### config.mk
export PLATFORM = sky130hd
export DESIGN_NAME = demux_1x2_8_reg
export DESIGN_NICKNAME = d
export VERILOG_FILES = /design/src/rtl/demux_1x2_8_reg.sv
export SDC_FILE = /design/constraint.sdc
export NUM_CORES = 1
export LEC_CHECK = 0
export CELL_PAD_IN_SITES_DETAIL_PLACEMENT = 1
export CELL_PAD_IN_SITES_GLOBAL_PLACEMENT = 1
export CORE_ASPECT_RATIO = 0.6
export CORE_UTILIZATION = 29
export CTS_BUF_LIST = sky130_fd_sc_hd__clkbuf_16
export DETAILED_ROUTE_END_ITERATION = 8
export PLACE_DENSITY = 0.76
export SYNTH_ARGS = -nofsm -noshare
export SYNTH_HDL_FRONTEND = slang
export SYNTH_SLANG_ARGS = --single-unit
### constraint.sdc
create_clock -name CLK -period 1.1 [get_ports CLK]
set_input_delay 0.11 -clock CLK [delete_from_list [all_inputs] [get_ports CLK]]
set_output_delay 0.11 -clock CLK [all_outputs]
set_load 0.02 [all_outputs]
### src/rtl/demux_1x2_8_reg.sv
// Registered 1-to-2 demultiplexer with per-channel valid/ack handshake.
// Define DEMUX_OVERWRITE_EN to let a load overwrite a full channel and set the sticky OVR flag.
module demux_1x2_8_reg #(
    parameter int unsigned WIDTH = 8
) (
    input  logic             CLK,
    input  logic             RST_N,
    input  logic [WIDTH-1:0] D,
    input  logic             SEL,
    input  logic             LOAD,
    output logic             READY,
    output logic [WIDTH-1:0] A,
    output logic [WIDTH-1:0] B,
    output logic             A_VALID,
    output logic             B_VALID,
    input  logic             A_ACK,
    input  logic             B_ACK,
    output logic             OVR
);

    typedef enum logic {
        EMPTY = 1'b0,
        FULL  = 1'b1
    } chan_state_t;

    chan_state_t      a_state;
    chan_state_t      b_state;
    logic [WIDTH-1:0] a_data;
    logic [WIDTH-1:0] b_data;
    logic             accept;
    logic             a_load;
    logic             b_load;

`ifdef DEMUX_OVERWRITE_EN
    logic ovr;

    assign READY = 1'b1;
    assign OVR   = ovr;
`else
    // READY never looks at LOAD, so the producer may derive LOAD from READY.
    assign READY = SEL ? ((b_state == EMPTY) || B_ACK)
                       : ((a_state == EMPTY) || A_ACK);
    assign OVR   = 1'b0;
`endif

    always_comb begin
        accept = LOAD && READY;
        a_load = accept && !SEL;
        b_load = accept && SEL;
    end

    always_ff @(posedge CLK) begin
        if (!RST_N) begin
            a_state <= EMPTY;
            b_state <= EMPTY;
            a_data  <= '0;
            b_data  <= '0;
`ifdef DEMUX_OVERWRITE_EN
            ovr     <= 1'b0;
`endif
        end else begin
            // A load wins over an ack in the same cycle, so the channel stays full with new data.
            if (a_load) begin
                a_data  <= D;
                a_state <= FULL;
            end else if (A_ACK) begin
                a_state <= EMPTY;
            end

            if (b_load) begin
                b_data  <= D;
                b_state <= FULL;
            end else if (B_ACK) begin
                b_state <= EMPTY;
            end

`ifdef DEMUX_OVERWRITE_EN
            if ((a_load && (a_state == FULL) && !A_ACK) ||
                (b_load && (b_state == FULL) && !B_ACK)) begin
                ovr <= 1'b1;
            end
`endif
        end
    end

    assign A       = a_data;
    assign B       = b_data;
    assign A_VALID = (a_state == FULL);
    assign B_VALID = (b_state == FULL);

endmodule

==> results of run 1 <==
==> cells in the mapped netlist <==
library cell	instances	share of area
buf_4	2	0.020
nor2_8	1	0.027
conb_1	1	0.0051
buf_2	2	0.014
dfxtp_1	18	0.49
and2b_4	1	0.014
nand2_1	24	0.12
o21a_1	2	0.020
nor2b_4	1	0.019
nand2_2	1	0.0085
nor3b_2	1	0.017
mux2i_1	17	0.23
buf_6	1	0.015
==> worst min-delay path, cell delays in order <==
cell and delay, ps:
clkdlybuf4s50_1 400, nand2_1 70, mux2i_1 60
==> timing repair <==
action	CTS	global route
setup endpoints to repair	36	15
resized for setup	29	4
endpoints found under the hold margin	0	0
buffers inserted	0	0
gates cloned	1	0
pin swaps	2	3
==> flip-flops by register name, indices dropped and copies added (netlist names) <==
name / cells
A: 8
A_VALID: 1
B: 8
B_VALID: 1
==> power by group <==
part / internal, W / switching, W / leakage (nW)
combinational: 0.000142 / 0.000142 / 0.371
sequential: 0.000688 / 0.0000181 / 0.148
clock: 0.000483 / 0.000244 / 0.0385
total: 0.00131 / 0.000404 / 0.558
==> cell type report <==
cell class | count | share of cell area
Clock buffer | 3 | 0.06179
Clock inverter | 1 | 0.003090
Timing Repair Buffer | 39 | 0.3059
Sequential cell | 18 | 0.2987
Tap cell | 30 | 0.03090
Multi-Input combinational cell | 50 | 0.2997
==> per-stage QoR <==
step,TNS (ps),instances,util
after floorplan,0,72,-
after global placement,-5670,136,0.4940
after detailed placement,-6020,136,0.4940
after CTS,-941.0,141,0.5324
after global routing,-1220,141,0.5335
final,-683.0,141,0.5335
==> worst max path at each step <==
stage	to	slack, ps	depth (start not counted)
CTS	A[3]	-120	5
global route	A[2]	-150	5
detailed placement	READY	-530	4
finish	A[7]	-90	5
global placement	READY	-490	4
floorplan	A_VALID	30	4
==> per-layer routing <==
metal,up-vias,wire length (um)
li1,314,-
met1,287,864
met2,25,899
met3,2,160
met4,0,10
met5,-,0
==> cell families (layout without fill, tap and decap cells) <==
| logic type | count (synthesis) | after routing |
|---|---|---|
| buffers and inverters | 5 | 43 |
| other | 1 | 1 |
| AND/OR/NAND/NOR | 29 | 30 |
| flip-flops | 18 | 18 |
| AO/OA/AOI/OAI | 2 | 2 |
| multiplexers | 17 | 17 |
==> flow_summary.toml, run 1 <==
[setup_path]
max_stage_delay_ps = 320
rr_endpoint = "A[7]"
startpoint = "A_VALID"
worstPathMaxFanout = 5
startpoint_type = "flop"
rr_worst_depth = 5
cp.arrival_ps = 1360
worstSetupPathType = "flop to flop"
cp.required_ps = 1280
r2r_setup_slack_ps = -90
crit_family = "simple AND/OR/NAND/NOR gates"
worstReg2RegStart = "A_VALID"
cp_cell_sequence = "nor2b_4 -> buf_6 -> nor3b_4 -> buf_6 -> mux2i_1"
cp_slowest_cell = "dfxtp_2"
cp_common_cell = "buf_6"
endpoint_kind = "flop"
worst-path-buf-inv = 2

[synth]
synth_compound_area_frac = 0.02034
yosysWarnings = 0
syn_avg_cell_area_um2 = 10.25
ys_seq_area_frac = 0.4881
ys_ff_latch = 18
synthAdderAreaFrac = 0
synth_cells = 72
synth_area_um2 = 738.2
yosys.area_share.xor_xnor = 0
yosysUniqueCellTypes = 13
synth_fp_nets = 86
yosys.area_share.simple = 0.2068
synth_top_family_by_area = "multiplexers"
synthMuxAreaShare = 0.2305

[power]
vdd_drop_max_mv = 0.6409
power_density_nw_per_um2 = 1414
finalPower_w = 0.001718
p_leak_nw = 0.5577

[sta]
setup_viol_count_final = 9
skew_ps = 4.583
slew_viol_final = 0
rsz0062_at_grt = "yes"
finalCritPeriodShare = 1.079
hold_viol = 0
finalWorstSetupSlack_ps = -86.45
hold-worst-slack_ps = 448.3
fin_crit_ps = 1186
clock.fmax_mhz = 842.9

[finish]
final_cell_mix = "nand2_1 (24), mux2i_1 (17), dlygate4sd2_1 (17)"
final_cell_area_um2 = 1215
layout_commonest_cell = "nand2_1"
diodes = 0
seqCellArea_um2 = 362.8
area_growth_pct = 64.58
final_nets = 126
drive_gt1_frac = 0.1802
fillers = 238
multi_input_area_um2 = 364.1

[route]
vias = 628
wl_per_cell_um = 13.72
drt_pre_antenna_iters = 2
wl_um = 1934
drt-initial-drc-count = 19
viasPerCell = 4.454
drc = 0
final_antenna_net_count = 0

[floorplanning]
start_util = 0.3242
die_area_um2 = 2758
rows = 13
die_h_um = 41.08
die_w_um = 67.14
coreArea_um2 = 2277
io-pin-count = 34

[clocking]
cts_sinks = 18
ctsHoldBuffers = 0
clkTransAtPathRegs_ps = 50
cts_buffers = 3
clockBufferDepth = 2
cts_tree = "yes"
htree_levels = 1
clock_latency_ps = 250
root_buffer = "clkbuf_16"

[placed_design]
portBuffers = 32
postPlaceCellArea_um2 = 1125
hpwl_um = 1362
gp_congestion = 0.6461
dp_slack_ps = -527.1

[hold_path]
worstHoldStart = "D[1]"
min_to = "B[1]"
hold_path_depth = 3
min_path_type = "primary input to flop"

[global_routing]
top_usage_layer = "met2"
grt_max_degree = 27
grt_pass1_wl_um = 2877
grt.overflow.total = 0
gr-usage-met2 = 0.2825
antenna_found_initial = 0
met1_usage = 0.1729
use_met3 = 0.06389
first_global_vias = 611
grtUsageTotal = 0.1560

[job]
cap_violations = 0

[outcome]
failed_checks = "setup timing"
status = "finished with violations"
Power figures use the tool's default switching activity.
==> run 2: changes to the inputs <==
--- a/config.mk
+++ b/config.mk
@@ -12,6 +12,7 @@
 export CTS_BUF_LIST = sky130_fd_sc_hd__clkbuf_16
 export DETAILED_ROUTE_END_ITERATION = 8
 export PLACE_DENSITY = 0.76
+export SLEW_MARGIN = 40
 export SYNTH_ARGS = -nofsm -noshare
 export SYNTH_HDL_FRONTEND = slang
 export SYNTH_SLANG_ARGS = --single-unit
==> results of run 2 <==
Final layout, timing and power as in run 1 (identical DEF).
==> run 3: changes to the inputs <==
--- a/config.mk
+++ b/config.mk
@@ -5,6 +5,7 @@
 export SDC_FILE = /design/constraint.sdc
 export NUM_CORES = 1
 export LEC_CHECK = 0
+export ABC_CLOCK_PERIOD_IN_PS = 1100
 export CELL_PAD_IN_SITES_DETAIL_PLACEMENT = 1
 export CELL_PAD_IN_SITES_GLOBAL_PLACEMENT = 1
 export CORE_ASPECT_RATIO = 0.6
==> results of run 3 <==
Final layout, timing and power as in run 1 (identical DEF).
